--- config.mk ---
export PLATFORM = sky130hd
export DESIGN_NAME = list_concat_n
export DESIGN_NICKNAME = d
export VERILOG_FILES = /design/src/rtl/list_stream_pkg.sv /design/src/rtl/list_chan_sel.sv /design/src/rtl/list_concat_n.sv
export SDC_FILE = /design/constraint.sdc
export NUM_CORES = 1
export LEC_CHECK = 0
export CAP_MARGIN = 10
export CORE_MARGIN = 10
export CORE_UTILIZATION = 35
export DETAILED_ROUTE_END_ITERATION = 12
export PLACE_DENSITY = 0.67
export SLEW_MARGIN = 20
export SYNTH_ARGS = -nofsm -noshare
export SYNTH_HDL_FRONTEND = slang
export SYNTH_SLANG_ARGS = --single-unit
--- constraint.sdc ---
create_clock -name clock -period 2.6 [get_ports clock]
set_input_delay 0.52 -clock clock [delete_from_list [all_inputs] [get_ports clock]]
set_output_delay 0.52 -clock clock [all_outputs]
set_load 0.03 [all_outputs]
--- src/rtl/list_stream_pkg.sv ---
// ---------------------------------------------------------------------------
// list_stream_pkg
//
// Purpose:
//   Shared definitions for the list-stream datapath blocks.
//   - list_state_t : request/response FSM states used by list consumers
//                    that fetch from producers on behalf of a downstream
//                    requester.
//   - LIST_INVALID : fill bit used to build the "no element" data word
//                    (all ones at any width).
//   - selWidth()   : width of a channel-select index for n channels.
//                    Never below 1, so a single-channel block still has
//                    a legal one-bit index port.
//
// Ports: none (package).
// ---------------------------------------------------------------------------
package list_stream_pkg;

   typedef enum logic [2:0] {
      IDLE,
      FETCH,
      GAP,
      RESP,
      WAIT_LOW
   } list_state_t;

   // Replicate this bit to WIDTH to get the all-ones invalid data word.
   localparam logic LIST_INVALID = 1'b1;

   function automatic int selWidth(input int n);
      return (n <= 1) ? 1 : $clog2(n);
   endfunction

endpackage

--- src/rtl/list_chan_sel.sv ---
// ---------------------------------------------------------------------------
// list_chan_sel
//
// Purpose:
//   Combinational selector that picks one producer channel's ack, element
//   and element-valid flag by index.  Channels other than the selected one
//   are invisible to the caller, so stray acks elsewhere are dropped here.
//
// Parameters:
//   WIDTH    - element width in bits
//   CHANNELS - number of producer channels
//   SEL_W    - width of the select index
//
// Ports:
//   i_sel          in   SEL_W            selected channel index
//   i_inAck        in   CHANNELS         per-channel ack pulses
//   i_inValue      in   CHANNELS*WIDTH   channel i at [i*WIDTH +: WIDTH]
//   i_inValueValid in   CHANNELS         per-channel element/end flag
//   o_ack          out  1                ack of the selected channel
//   o_value        out  WIDTH            element of the selected channel
//   o_valid        out  1                element/end flag of the selected channel
// ---------------------------------------------------------------------------
module list_chan_sel
   import list_stream_pkg::*;
#(
   parameter int WIDTH    = 8,
   parameter int CHANNELS = 4,
   parameter int SEL_W    = 2
)
(
   input  logic [SEL_W-1:0]          i_sel,
   input  logic [CHANNELS-1:0]       i_inAck,
   input  logic [CHANNELS*WIDTH-1:0] i_inValue,
   input  logic [CHANNELS-1:0]       i_inValueValid,
   output logic                      o_ack,
   output logic [WIDTH-1:0]          o_value,
   output logic                      o_valid
);

   // An out-of-range index (possible when CHANNELS is not a power of two)
   // simply selects nothing: no ack, invalid data.  Comparing against each
   // legal index avoids any out-of-bounds part-select.
   always_comb begin
      o_ack   = 1'b0;
      o_value = {WIDTH{LIST_INVALID}};
      o_valid = 1'b0;
      for (int i = 0; i < CHANNELS; i++) begin
         if (i_sel == SEL_W'(i)) begin
            o_ack   = i_inAck[i];
            o_value = i_inValue[i*WIDTH +: WIDTH];
            o_valid = i_inValueValid[i];
         end
      end
   end

endmodule

--- src/rtl/list_concat_n.sv ---
// ---------------------------------------------------------------------------
// list_concat_n
//
// Purpose:
//   Presents CHANNELS producer lists to one consumer as a single list: all
//   elements of channel 0, then channel 1, and so on, followed by a single
//   end-of-list marker once the last channel is exhausted.  Empty or
//   exhausted channels are skipped without the consumer seeing anything.
//   After the final end marker the block answers every further request
//   with an end marker on its own, without touching the producers, until
//   reset or ready drops.  Elements delivered are counted (saturating).
//
// Parameters:
//   WIDTH    - element width in bits
//   CHANNELS - number of producer lists (>= 1)
//   COUNT_W  - width of the delivered-element counter
//
// Ports:
//   clock          in   1               rising-edge clock
//   reset          in   1               synchronous active-high reset
//   ready          in   1               low = synchronous restart, high = run
//   in_req         out  CHANNELS        request to producer channel i
//   in_ack         in   CHANNELS        one-cycle ack from producer channel i
//   in_value       in   CHANNELS*WIDTH  channel i element at [i*WIDTH +: WIDTH]
//   in_value_valid in   CHANNELS        channel i: 1 = element, 0 = end of list
//   req            in   1               consumer request (held until ack)
//   ack            out  1               one-cycle response pulse
//   value          out  WIDTH           element, valid while ack = 1
//   value_valid    out  1               1 = element, 0 = end of whole list
//   channel        out  selWidth(CH)    currently selected channel
//   count          out  COUNT_W         elements delivered since restart
//
// Every output is decoded from registers only, so nothing on req or in_*
// reaches an output in the same cycle.
// ---------------------------------------------------------------------------
module list_concat_n
   import list_stream_pkg::*;
#(
   parameter int WIDTH    = 8,
   parameter int CHANNELS = 4,
   parameter int COUNT_W  = 16
)
(
   input  logic                          clock,
   input  logic                          reset,
   input  logic                          ready,
   output logic [CHANNELS-1:0]           in_req,
   input  logic [CHANNELS-1:0]           in_ack,
   input  logic [CHANNELS*WIDTH-1:0]     in_value,
   input  logic [CHANNELS-1:0]           in_value_valid,
   input  logic                          req,
   output logic                          ack,
   output logic [WIDTH-1:0]              value,
   output logic                          value_valid,
   output logic [selWidth(CHANNELS)-1:0] channel,
   output logic [COUNT_W-1:0]            count
);

   localparam int                SEL_W    = selWidth(CHANNELS);
   localparam logic [SEL_W-1:0]  LAST_SEL = SEL_W'(CHANNELS - 1);

   list_state_t        r_state;
   logic [SEL_W-1:0]   r_sel;
   logic               r_done;
   logic [WIDTH-1:0]   r_value;
   logic               r_valid;
   logic [COUNT_W-1:0] r_count;

   list_state_t        w_nextState;
   logic [SEL_W-1:0]   w_nextSel;
   logic               w_nextDone;
   logic [WIDTH-1:0]   w_nextValue;
   logic               w_nextValid;
   logic [COUNT_W-1:0] w_nextCount;

   logic               w_selAck;
   logic [WIDTH-1:0]   w_selValue;
   logic               w_selValid;
   logic               w_restart;

   // Only the currently selected producer is ever listened to.
   list_chan_sel #(
      .WIDTH    (WIDTH),
      .CHANNELS (CHANNELS),
      .SEL_W    (SEL_W)
   ) u_chanSel (
      .i_sel          (r_sel),
      .i_inAck        (in_ack),
      .i_inValue      (in_value),
      .i_inValueValid (in_value_valid),
      .o_ack          (w_selAck),
      .o_value        (w_selValue),
      .o_valid        (w_selValid)
   );

   // ready low behaves exactly like reset so a stalled or reconfigured
   // pipeline can restart the concatenation from channel 0.
   assign w_restart = reset | ~ready;

   // Next-state and next-data logic.
   // FETCH waits for the selected producer only; acks arriving in any other
   // state are ignored because only FETCH looks at w_selAck.  An end marker
   // from a non-final channel is swallowed and followed by one GAP cycle so
   // the next producer sees a fresh rising edge on its request.  An end
   // marker from the final channel becomes the consumer's end marker and
   // makes the end state sticky; from then on IDLE answers directly.
   // A consumer dropping req during FETCH does not abort the fetch; the
   // result is still delivered through RESP.
   always_comb begin
      w_nextState = r_state;
      w_nextSel   = r_sel;
      w_nextDone  = r_done;
      w_nextValue = r_value;
      w_nextValid = r_valid;
      w_nextCount = r_count;

      case (r_state)
         IDLE: begin
            if (req) begin
               if (r_done) begin
                  w_nextValid = 1'b0;
                  w_nextState = RESP;
               end else begin
                  w_nextState = FETCH;
               end
            end
         end

         FETCH: begin
            if (w_selAck) begin
               if (w_selValid) begin
                  w_nextValue = w_selValue;
                  w_nextValid = 1'b1;
                  w_nextState = RESP;
               end else if (r_sel == LAST_SEL) begin
                  w_nextValid = 1'b0;
                  w_nextDone  = 1'b1;
                  w_nextState = RESP;
               end else begin
                  w_nextSel   = r_sel + SEL_W'(1);
                  w_nextState = GAP;
               end
            end
         end

         GAP: begin
            w_nextState = FETCH;
         end

         RESP: begin
            if (r_valid && (r_count != {COUNT_W{1'b1}})) begin
               w_nextCount = r_count + COUNT_W'(1);
            end
            w_nextState = WAIT_LOW;
         end

         WAIT_LOW: begin
            if (!req) begin
               w_nextState = IDLE;
            end
         end

         default: begin
            w_nextState = IDLE;
         end
      endcase
   end

   // State and data registers.  A restart discards any fetch in progress,
   // so no partial response can leak out afterwards.
   always_ff @(posedge clock) begin
      if (w_restart) begin
         r_state <= IDLE;
         r_sel   <= '0;
         r_done  <= 1'b0;
         r_value <= {WIDTH{LIST_INVALID}};
         r_valid <= 1'b0;
         r_count <= '0;
      end else begin
         r_state <= w_nextState;
         r_sel   <= w_nextSel;
         r_done  <= w_nextDone;
         r_value <= w_nextValue;
         r_valid <= w_nextValid;
         r_count <= w_nextCount;
      end
   end

   // Producer request decode: exactly the selected channel while fetching,
   // nothing otherwise (GAP in particular drives all requests low).
   always_comb begin
      in_req = '0;
      if (r_state == FETCH) begin
         for (int i = 0; i < CHANNELS; i++) begin
            in_req[i] = (r_sel == SEL_W'(i));
         end
      end
   end

   // Consumer-side outputs come straight from state and data registers;
   // value and value_valid therefore hold their last latched contents
   // outside RESP.
   assign ack         = (r_state == RESP);
   assign value       = r_value;
   assign value_valid = r_valid;
   assign channel     = r_sel;
   assign count       = r_count;

endmodule
==> results by stage, run 1 <==
Route:
- After detailed routing, the number of remaining DRC violations is 0.
- The first-iteration detailed-routing DRC count is 41.
- Dividing the detail-routed via count by the number of cells gives 4.99.
- The total via count after detailed routing is 1835.
- The number of iterations in the first detailed-routing pass is 4.
- In the final routed layout, each cell accounts on average for 14.4 microns.
- The number of antenna-violating nets in the routed design is 0.
- The detailed-route wire length is 5.31 mm.

Clocking:
- The number of clock buffers added by TritonCTS is 5.
- The count of clock tree sinks is 31.
- Buffers inserted to repair hold after CTS numbered 0.
- The later-pin clock latency in the skew report is 0.27 ns.
- The clock slew seen by the registers of the worst setup and hold paths is 0.06 ns.
- TritonCTS built the clock tree.
- The clock root buffer master is clkbuf_8.
- Once the clock tree was built, the resizer swapped 0 gates to a different size.
- The H-tree generated during clock tree synthesis spans 2 levels.
- The number of post-CTS setup repair buffers is 0.
- The clock tree buffer depth is 2.

Critical path:
- The worst register-to-register path ends at value[3].
- The type of destination of the critical path is an output pin.
- The beginning of the critical path is r_state[1].
- The kind of launch point of the worst setup path is a flip-flop.
- The worst register-to-register path has a depth of 8.
- Setup slack on the worst reg-to-reg path comes out at 0.47 ns.
- The critical path is of the reg -> out type.
- At the worst endpoint, the required time is 2.08 ns.
- The startpoint identified for the worst register-to-register timing path is channel[0].
- The arrival time at the worst endpoint is 1.89 ns.
- The maximum fanout along the worst path is 9.

Min path:
- The class of the worst hold path is reg -> reg.
- The startpoint identified for the worst hold timing path is value[4].
- The worst hold path passes through 2 cells.
- The end point of the most critical hold path is value[4].

Floorplanning:
- The initial utilization of the core area, before any placement, comes to 36.3%.
- The height of the die is 93.1 microns.
- The die area is 8660 sq um.
- The initialized floorplan defines 26 standard-cell rows.
- 76 I/O pins were placed.
- The total area inside the core boundary comes to 5140 sq um.
- The die is 93.1 microns wide.

Timing:
- The actual slew at the worst max-slew pin is 0.498 ns.
- Summed over all failing endpoints, the final setup total negative slack is 0 ns.
- The max-slew violation count is 0.
- Based on the critical path, the design can be clocked at up to 414 MHz.
- Of the available clock period, the critical path in the final layout requires 92.8%.
- Setup repair after global routing left no endpoint under its margin.
- Final hold analysis gives a worst-case slack of 0.485 ns.
- Setup violations remaining at the end of the flow were counted as 0.
- The time the final worst path needs with I/O delays and setup is 2.41 ns.
- The hold violation count in the final report came to 0.
- In the post-route analysis, the smallest setup slack over all paths is 0.187 ns.
- Across the routed clock network, the largest skew measured is 0.00468 ns.
- The max-slew headroom at the worst pin is 66.8%.

Global routing:
- The number of antenna violations at the first check in global routing came to 0.
- The combined global-route utilization of all metal layers is 12.3%.
- Global routing finished with a remaining overflow of 0.
- The via count of the first global-routing pass was 1859.
- Entering global routing, the biggest net connects 19 pins.
- The wire length of the first global-routing pass is 8.87 mm.

Pwr:
- The worst-case IR drop observed on VDD is 0.190 mV.
- The leakage power total is 0.993 nW.
- After layout, the design draws a total of 0.000942 W.
- Dividing total power by cell area gives a power density of 344 nW/um^2.

Synth:
- During synthesis, Yosys emitted a total of 0 warnings.
- The post-synthesis cell count is 225.
- Summing every instance area after synthesis gives 1870 sq um.
- The share of synthesized registers carrying an async set or reset is 0%.
- Counting distinct cell types in the post-synthesis netlist gives 48.
- The post-synthesis sequential element count is 31.
- Sequential cells were found to cover 33.2% of the synthesized design area.
- The prevailing post-synth register cell is dfxtp_1.
- The average instance area after synthesis is 8.30 sq um.
- The synthesized net count is 274.
- The number of flops mapped to enable cells by yosys is 0.

Outcome:
- The flow ran to the end, and the final reports show no timing, DRC or antenna violations.

Final layout:
- The area growth from synthesis to layout is 46.5%.
- The number of inserted filler cells in the final layout is 532.
- The proportion of layout cells with a drive suffix above 1 is 8.05%.
- Once layout is done, the placed cells without fillers occupy 2740 sq um.
- The final-stage net count is 348.
- The number of antenna diodes in the final layout is 0.

Job:
- The total of max-cap violations is 0.

Placement:
- The post-placement cell area is 2660 sq um.
- The half-perimeter wire length after detailed placement is 4.29 mm.
- The routability congestion estimate from global placement is 0.794.
- The minimum setup slack after placement is 0.480 ns.
- The count of port buffers added during placement is 75.
-- worst max path at each step --
stage | endpoint | slack (ns) | cells after the start
3_5_place_dp | in_req[2] | 0.48 | 3
6_report | in_req[0] | 0.19 | 3
2_1_floorplan | value[0] | 0.54 | 8
4_1_cts | in_req[2] | 0.16 | 3
3_3_place_gp | in_req[3] | 0.49 | 3
5_1_grt | in_req[2] | 0.09 | 3
-- state kept, by name, summed over array words and instances, names as in the netlist --
name / count
r_state: 3
value_valid: 1
channel: 2
value: 8
r_done: 1
count: 16
-- report_power, final --
part / total, W / internal [W] / switching, W
clock network: 0.000337 / 0.000178 / 0.000159
logic: 0.000125 / 0.0000788 / 0.0000463
registers: 0.000480 / 0.000478 / 0.00000247
-- cell usage after synthesis (all sizes together), types with 2 or more instances --
library cell	number	area, sq um
o21ai	23	115
nor2	20	75.1
xnor2	8	70.1
clkbuf	6	22.5
inv	3	11.3
a211oi	2	20.0
a31oi	2	12.5
nand4b	2	17.5
a21oi	19	103
o211ai	9	67.6
nor2b	3	26.3
o22ai	8	50.1
nand4	6	58.8
xor2	6	52.6
nand2	18	67.6
nand3	10	50.1
and4	2	17.5
nor3	4	20.0
dfxtp	31	621
o21a	3	22.5
buf	7	57.6
nor3b	5	70.1
nand2b	3	18.8
and2	6	37.5
ha	5	62.6
-- critical path, cell delays in order, from the launching register on --
cell	delay (ns)
dfxtp_1	0.39
nor3b_4	0.37
and2_1	0.19
clkdlybuf4s50_1	0.67
-- layer usage --
layer | part of all wire, % | wire length [microns] | up-vias | track usage [%]
li1 | - | - | 961 | -
met1 | 42 | 2240 | 797 | 13.7
met2 | 42 | 2220 | 75 | 18.6
met3 | 15 | 822 | 2 | 8.63
met4 | 0.43 | 23 | 0 | 3.47
met5 | 0 | 0 | - | 0
-- stage by stage --
step | std cells | util [%]
2_1_floorplan | 225 | -
6_report | 368 | 53.2
3_3_place_gp | 362 | 51.8
5_1_grt | 368 | 53.2
3_5_place_dp | 362 | 51.8
4_1_cts | 368 | 53.2
-- cell usage in the layout (no fill, tap or decap), types with 3 or more instances in the layout --
cell type,n
clkdlybuf4s50_1,75
dfxtp_1,31
o21ai_0,23
nor2_1,20
nand2_1,18
a21oi_1,17
nand3_1,10
o211ai_1,9
o22ai_1,8
xnor2_1,8
and2_1,6
xor2_1,6
ha_1,5
clkbuf_8,5
buf_4,5
nand4_1,4
nor3_1,4
inv_1,3
nand2b_1,3
o21a_1,3
-- final cells by class --
type | count | area (sq um) | share of cell area (%)
multi-input cells | 177 | 1150 | 42.1
well taps | 70 | 87.6 | 3.20
repair buffers | 80 | 788 | 28.8
clock buffers | 6 | 72.6 | 2.65
flip-flops and latches | 31 | 621 | 22.7
inverters | 4 | 15.0 | 0.549
-- logic make-up (layout without fill, tap and decap cells) --
kind of cell | Yosys count | after routing | synth area share [%]
XOR/XNOR | 14 | 14 | 6.56
AND/OR/NAND/NOR | 85 | 85 | 27.1
buffers and inverters | 17 | 90 | 5.09
multiplexers | 1 | 1 | 0.536
adder cells (fa/ha/maj) | 5 | 5 | 3.35
AO/OA/AOI/OAI | 72 | 72 | 24.1
flip-flops | 31 | 31 | 33.2
Power figures use the tool's default switching activity.
==> run 2: changes to the inputs <==
==> constraint.sdc (replaced) <==
create_clock -name clock -period 2.6 [get_ports clock]
set_input_delay 0.78 -clock clock [delete_from_list [all_inputs] [get_ports clock]]
set_output_delay 0.78 -clock clock [all_outputs]
set_load 0.03 [all_outputs]
==> results by stage, run 2 (synthesis results as in run 1) <==
Critical path:
- The maximum fanout along the worst path is 7 (was 9).
- The data required time at the worst endpoint is 1.82 ns (was 2.08 ns).
- The startpoint of the lowest-slack register-to-register path is channel[0] (unchanged).
- The arrival time at the worst endpoint is 1.69 ns (was 1.89 ns).
- The depth of the worst register-to-register path is 7 (was 8).
- The type of destination of the critical path was an output pin (unchanged).
- The setup slack on the worst flop-to-flop path was 0.59 ns (was 0.47 ns).
- The type of the worst setup path is reg -> out (unchanged).
- The endpoint of the most critical register-to-register path is r_state[0] (was value[3]).
- The kind of launch point of the worst setup path was a flip-flop (unchanged).

Global routing:
- The number of antenna violations at the first check in global routing is 0 (unchanged).
- The combined global-route utilization of all metal layers was 12.6% (was 12.3%).
- The remaining global-route overflow is 0 (unchanged).
- The wire length of the first global-routing pass is 9.03 mm (was 8.87 mm).
- The pin count of the biggest net entering global routing is 23 (was 19).
- The via count of the first global-routing pass was 1934 (was 1859).

Final layout:
- The number of inserted filler cells in the final layout was 534 (was 532).
- The total area of multi-input combinational cells was 1150 sq um (about the same).
- The sequential cell area was 621 sq um (unchanged).
- The area growth from synthesis to layout is 46.7% (was 46.5%).
- The flip-flop count of the largest register after layout is 16 (unchanged).
- The most common library cell in the layout ignoring fill and taps is clkdlybuf4s50_1 (unchanged).
- The number of antenna diodes was 0 (unchanged).
- The final-stage net count is 349 (was 348).
- Commonest cells after routing, fill and taps aside: 71 x clkdlybuf4s50_1, 31 x dfxtp_1, 23 x o21ai_0 (was 75 x clkdlybuf4s50_1, 31 x dfxtp_1, 23 x o21ai_0).
- The proportion of layout cells with a drive suffix above 1 is 9.03% (was 8.05%).

Clocking:
- The clock buffer count from CTS came to 5 (unchanged).
- The quantity of hold-fixing buffers added after cts is 0 (unchanged).
- The count of clock tree sinks was 31 (unchanged).
- The clock slew seen by the registers of the worst setup and hold paths is 0.06 ns (about the same).
- The clock tree buffer depth is 2 (unchanged).
- The clock root buffer master is clkbuf_8 (unchanged).
- The later-pin clock latency in the skew report is 0.28 ns (was 0.27 ns).
- The CTS tree is done (unchanged).
- The number of levels the H-tree was split into is 2 (unchanged).

Pwr:
- The worst vdd rail ir drop is 0.178 mV (was 0.190 mV).
- The power share of the combinational group is 13.3% (about the same).
- The register share of total power is 50.9% (was 51.0%).
- The net switching component of the power is 0.000208 W (was 0.000207 W).
- The power density over the cells came to 344 nW/um^2 (about the same).
- The switching part of the total power is 22.0% (about the same).
- The leakage power total came to 1.01 nW (was 0.993 nW).
- The part of the total power dissipated in the clock network is 35.8% (was 35.7%).
- The cell-internal power was 0.000735 W (about the same).

Floorplanning:
- The area inside the core boundary was 5140 sq um (unchanged).
- The die extent in x was 93.1 microns (unchanged).
- The die area is 8660 sq um (unchanged).
- The starting density of the core is 36.3% (unchanged).
- The top-level port count is 76 (unchanged).
- The height of the die came to 93.1 microns (unchanged).
- The site row count is 26 (unchanged).

Timing:
- The worst clock skew is 0.00479 ns (was 0.00468 ns).
- The final worst slack is 0.127 ns (was 0.187 ns).
- The final sum of negative setup slack is 0 ns (unchanged).
- Setup repair after global routing missed its margin: false (unchanged).
- The post-route clock period utilization is 95.1% (was 92.8%).
- The time the final worst path needs with I/O delays and setup is 2.47 ns (was 2.41 ns).
- The final setup violation count is 0 (unchanged).
- The hold violation count in the final report is 0 (unchanged).
- The top achievable clock speed came to 404 MHz (was 414 MHz).
- The max-slew violation count is 0 (unchanged).
- The actual slew at the worst max-slew pin came to 0.482 ns (was 0.498 ns).
- The max-slew headroom at the worst pin came to 67.8% (was 66.8%).

Placement:
- The count of port buffers added during placement is 75 (unchanged).
- The routability congestion estimate from global placement came to 0.793 (was 0.794).
- The half-perimeter wire length after detailed placement is 4.39 mm (was 4.29 mm).
- The minimum setup slack after placement came to 0.221 ns (was 0.480 ns).

Min path:
- The end point of the most critical hold path is value[3] (was value[4]).
- The class of the worst hold path is reg -> reg (unchanged).
- The hold-critical path depth came to 2 (unchanged).
- The hold path startpoint is value[3] (was value[4]).

Route:
- The number of iterations in the first detailed-routing pass came to 4 (unchanged).
- The total via count after detailed routing is 1851 (was 1835).
- The detailed-route wire length came to 5.29 mm (was 5.31 mm).
- The routed via count divided by cell count was 5.02 (was 4.99).
- The number of antenna-violating nets in the routed design was 0 (unchanged).
- The number of remaining DRC errors is 0 (unchanged).
- The first-iteration detailed-routing DRC count came to 29 (was 41).
- The final routed wire length divided by cell count is 14.3 microns (was 14.4 microns).

Outcome:
- Result of the run: finished, final reports clean (unchanged).

Job:
- The total of max-cap violations was 0 (unchanged).
-- run 2: cell types whose count changed in the layout (fill, tap and decap cells not counted) --
cell	before	now
buf_4	5	7
clkdlybuf4s50_1	75	71
dlygate4sd2_1	0	3
ha_1	5	4
ha_2	0	1
-- run 2: worst max path at each step --
stage                 startpoint    endpoint  slack, ns  cells past startpoint
3_3_place_gp   in_value_valid[3]  r_state[0]       0.25                      6
5_1_grt               r_state[1]         ack       0.06                      2
3_5_place_dp           in_ack[1]    value[5]       0.22                      5
2_1_floorplan         channel[1]   in_req[3]       0.32                      4
4_1_cts               r_state[2]         ack        0.1                      3
6_report              r_state[2]         ack       0.13                      3
-- run 2: critical path: stages, from the launching register on --
cell and delay [ns]:
dfxtp_1 0.33, buf_4 0.16, and3b_2 0.24, clkdlybuf4s50_1 0.68
-- run 2: metal layers --
layer,wire length (microns),GRT usage (%),vias up
met5,0,0,-
met1,2150,13.0,813
li1,-,-,966
met2,2280,20.0,65
met4,70,4.24,0
met3,782,8.87,7
-- run 2: metrics by stage --
stage	utilization [%]	instance area, sq um	total power [W]	hold slack [ns]	cells
2_1_floorplan	-	1870	0.000534	0.459	225
3_3_place_gp	51.9	2670	0.000616	0.463	363
3_5_place_dp	51.9	2670	0.000618	0.471	363
4_1_cts	53.3	2740	0.000955	0.483	369
5_1_grt	53.3	2740	0.000987	0.507	369
6_report	53.3	2740	0.000943	0.478	369
-- run 2: layout make-up --
cell class | instances | share of cell area, %
multi-input combinational | 177 | 42.1
sequential | 31 | 22.6
tap | 70 | 3.20
inverter | 4 | 0.548
clock buffer | 6 | 2.65
timing repair buffer | 81 | 28.8
-- run 2: power by group through the flow --
| stage | clock (W) | combinational [W] | sequential, W |
|---|---|---|---|
| 2_1_floorplan | 0 | 0.0000418 | 0.000492 |
| 3_3_place_gp | 0 | 0.000126 | 0.000490 |
| 3_5_place_dp | 0 | 0.000127 | 0.000490 |
| 4_1_cts | 0.000348 | 0.000127 | 0.000480 |
| 5_1_grt | 0.000369 | 0.000137 | 0.000480 |
| 6_report | 0.000337 | 0.000125 | 0.000480 |
-- run 2: timing repair --
action	in CTS	in global routing
buffers inserted	0	0
resized for setup	3	1
setup endpoints to repair	3	1
==> run 3: changes to the inputs <==
--- a/config.mk
+++ b/config.mk
@@ -8,8 +8,9 @@
 export CAP_MARGIN = 10
 export CORE_MARGIN = 10
 export CORE_UTILIZATION = 35
+export CTS_CLUSTER_DIAMETER = 120
 export DETAILED_ROUTE_END_ITERATION = 12
-export PLACE_DENSITY = 0.67
+export PLACE_DENSITY = 0.72
 export SLEW_MARGIN = 20
 export SYNTH_ARGS = -nofsm -noshare
 export SYNTH_HDL_FRONTEND = slang
==> results by stage, run 3 (synthesis results as in run 1) <==
Min path:
- The hold path startpoint was value[1] (was value[3]).
- The class of the worst hold path is reg -> reg (unchanged).

Critical path:
- The arrival time at the worst endpoint is 1.70 ns (was 1.69 ns).
- Cell-by-cell trace of the critical path: buf_4 > and3b_2 > clkdlybuf4s50_1 (unchanged).
- The type of the worst setup path is reg -> out (unchanged).
- The type of destination of the critical path is an output pin (unchanged).
- The cell type group with the largest total delay on the critical path is buffers and inverters (unchanged).
- The maximum fanout along the worst path came to 7 (unchanged).
- The beginning of the critical path was r_state[2] (unchanged).
- The startpoint of the lowest-slack register-to-register path was channel[0] (unchanged).
- The worst path buffer plus inverter count was 2 (unchanged).
- The setup slack on the worst flop-to-flop path is 0.56 ns (was 0.59 ns).
- The kind of launch point of the worst setup path is a flip-flop (unchanged).
- The biggest cell delay along the critical path is 0.69 ns (was 0.68 ns).
- The data required time at the worst endpoint is 1.82 ns (about the same).
- The critical path's slowest cell is clkdlybuf4s50_1 (unchanged).

Route:
- The routed via count divided by cell count is 5.04 (was 5.02).
- The number of antenna-violating nets in the routed design is 0 (unchanged).
- The met2 wirelength from detailed routing is 2.26 mm (was 2.28 mm).
- The met1 routed wirelength after detailed routing is 2.21 mm (was 2.15 mm).
- The first-iteration detailed-routing DRC count is 56 (was 29).
- The final routed wire length divided by cell count came to 14.5 microns (was 14.3 microns).
- The detailed-route wire length is 5.38 mm (was 5.29 mm).
- The uppermost signal routing layer after detailed routing is met4 (unchanged).
- The total met3 wirelength after detailed routing is 841 microns (was 782 microns).
- The number of iterations in the first detailed-routing pass is 4 (unchanged).
- The total via count after detailed routing is 1876 (was 1851).
- The number of remaining DRC errors was 0 (unchanged).

Final layout:
- The most common library cell in the layout ignoring fill and taps is clkdlybuf4s50_1 (unchanged).
- The proportion of layout cells with a drive suffix above 1 is 9.93% (was 9.03%).
- The total area of multi-input combinational cells is 1150 sq um (unchanged).
- The number of antenna diodes is 0 (unchanged).
- The finished layout cell area is 2780 sq um (was 2740 sq um).
- The final-stage net count is 350 (was 349).
- The number of inserted filler cells in the final layout came to 510 (was 534).
- The area growth from synthesis to layout was 48.8% (was 46.7%).
- The sequential cell area is 621 sq um (unchanged).
- Commonest cells after routing, fill and taps aside: 71 x clkdlybuf4s50_1, 31 x dfxtp_1, 23 x o21ai_0 (unchanged).
- The flip-flop count of the largest register after layout is 16 (unchanged).

Timing:
- The hold violation count in the final report is 0 (unchanged).
- The actual slew at the worst max-slew pin is 0.467 ns (was 0.482 ns).
- The final sum of negative setup slack is 0 ns (unchanged).
- The max-slew headroom at the worst pin is 68.8% (was 67.8%).
- The time the final worst path needs with I/O delays and setup is 2.48 ns (was 2.47 ns).
- The post-route clock period utilization was 95.4% (was 95.1%).
- The final worst slack is 0.118 ns (was 0.127 ns).
- The final setup violation count is 0 (unchanged).
- The worst clock skew is 0.00741 ns (was 0.00479 ns).
- The top achievable clock speed is 403 MHz (was 404 MHz).
- Setup repair after global routing missed its margin: false (unchanged).
- The max-slew violation count is 0 (unchanged).

Pwr:
- The power density over the cells is 369 nW/um^2 (was 344 nW/um^2).
- The leakage power total was 1.05 nW (was 1.01 nW).
- The worst vdd rail ir drop is 0.188 mV (was 0.178 mV).
- The switching part of the total power is 22.1% (was 22.0%).
- The total power draw is 0.00102 W (was 0.000943 W).
- The cell-internal power came to 0.000799 W (was 0.000735 W).
- The part of the total power dissipated in the clock network is 40.8% (was 35.8%).
- The power share of the combinational group is 12.4% (was 13.3%).
- The net switching component of the power came to 0.000226 W (was 0.000208 W).
- The register share of total power is 46.8% (was 50.9%).

Clocking:
- The count of clock tree sinks is 31 (unchanged).
- The CTS tree is done (unchanged).
- The clock slew seen by the registers of the worst setup and hold paths was 0.06 ns (about the same).
- The later-pin clock latency in the skew report came to 0.28 ns (about the same).
- The clock root buffer master was clkbuf_8 (unchanged).
- The quantity of hold-fixing buffers added after cts is 0 (unchanged).
- The clock tree buffer depth is 2 (unchanged).
- The clock buffer count from CTS is 5 (unchanged).
- The number of levels the H-tree was split into is 2 (unchanged).

Global routing:
- The pin count of the biggest net entering global routing is 23 (unchanged).
- The wire length of the first global-routing pass came to 8.83 mm (was 9.03 mm).
- The combined global-route utilization of all metal layers came to 12.4% (was 12.6%).
- The remaining global-route overflow came to 0 (unchanged).
- The via count of the first global-routing pass was 1924 (was 1934).
- The number of antenna violations at the first check in global routing came to 0 (unchanged).

Job:
- The total of max-cap violations was 0 (unchanged).

Floorplanning:
- The die extent in x is 93.1 microns (unchanged).
- The site row count is 26 (unchanged).
- The top-level port count is 76 (unchanged).
- The die area was 8660 sq um (unchanged).
- The area inside the core boundary came to 5140 sq um (unchanged).
- The height of the die is 93.1 microns (unchanged).
- The starting density of the core was 36.3% (unchanged).

Placement:
- The count of port buffers added during placement is 75 (unchanged).
- The post-placement cell area is 2670 sq um (unchanged).
- The half-perimeter wire length after detailed placement was 4.32 mm (was 4.39 mm).
- The routability congestion estimate from global placement is 0.843 (was 0.793).
- The minimum setup slack after placement is 0.239 ns (was 0.221 ns).

Outcome:
- Result of the run: finished, final reports clean (unchanged).
[run 3: changes by cell type in the layout (fill, tap and decap cells not counted), sizes merged]
cell          change
dlygate4sd2       -1
buf               +1
clkbuf            +2
dlymetal6s2s      +1
[run 3: worst reg2reg max path, stage by stage, from the launching register on]
cell       delay (ns)
dfxtp_1          0.40
inv_1            0.11
ha_2             0.32
nor3b_1          0.21
or2_0            0.22
o21ai_0          0.22
nand2b_1         0.10
a2111oi_2        0.36
[run 3: worst paths after layout]
path                 to  cells past startpoint
max                 ack                      3
min            value[1]                      2
max reg2reg  r_state[0]                      7
min reg2reg    value[1]                      2
[run 3: layout make-up]
cell class / count / share of cell area [%]
flip-flops and latches: 31 / 22.3
clock buffers: 8 / 3.60
repair buffers: 82 / 28.8
inverters: 4 / 0.540
well taps: 70 / 3.15
multi-input cells: 177 / 41.6
[run 3: repair_timing]
| item | in CTS | in global routing |
|---|---|---|
| buffers inserted | 1 | 0 |
| gates resized for setup | 2 | 2 |
| hold endpoints to repair | 0 | 0 |
| cloned | 0 | 0 |
| setup endpoints to repair | 3 | 2 |
[run 3: per-stage QoR]
| step | std cells | hold WS (ns) | utilization [%] |
|---|---|---|---|
| 2_1_floorplan | 225 | 0.459 | - |
| 3_3_place_gp | 363 | 0.464 | 51.9 |
| 3_5_place_dp | 363 | 0.474 | 51.9 |
| 4_1_cts | 372 | 0.491 | 54.0 |
| 5_1_grt | 372 | 0.510 | 54.1 |
| 6_report | 372 | 0.486 | 54.1 |
[run 3: power by group through the flow]
stage | Combinational, W | Clock (W) | Sequential [W]
after CTS | 0.000128 | 0.000427 | 0.000480
after floorplan | 0.0000418 | 0 | 0.000492
after global routing | 0.000137 | 0.000451 | 0.000479
final | 0.000127 | 0.000418 | 0.000479
after detailed placement | 0.000127 | 0 | 0.000490
after global placement | 0.000126 | 0 | 0.000490
[run 3: layer usage]
metal	global-route usage, %	up-vias
met1	12.1	831
met5	0	-
li1	-	969
met3	9.59	7
met4	4.24	0
met2	19.6	69
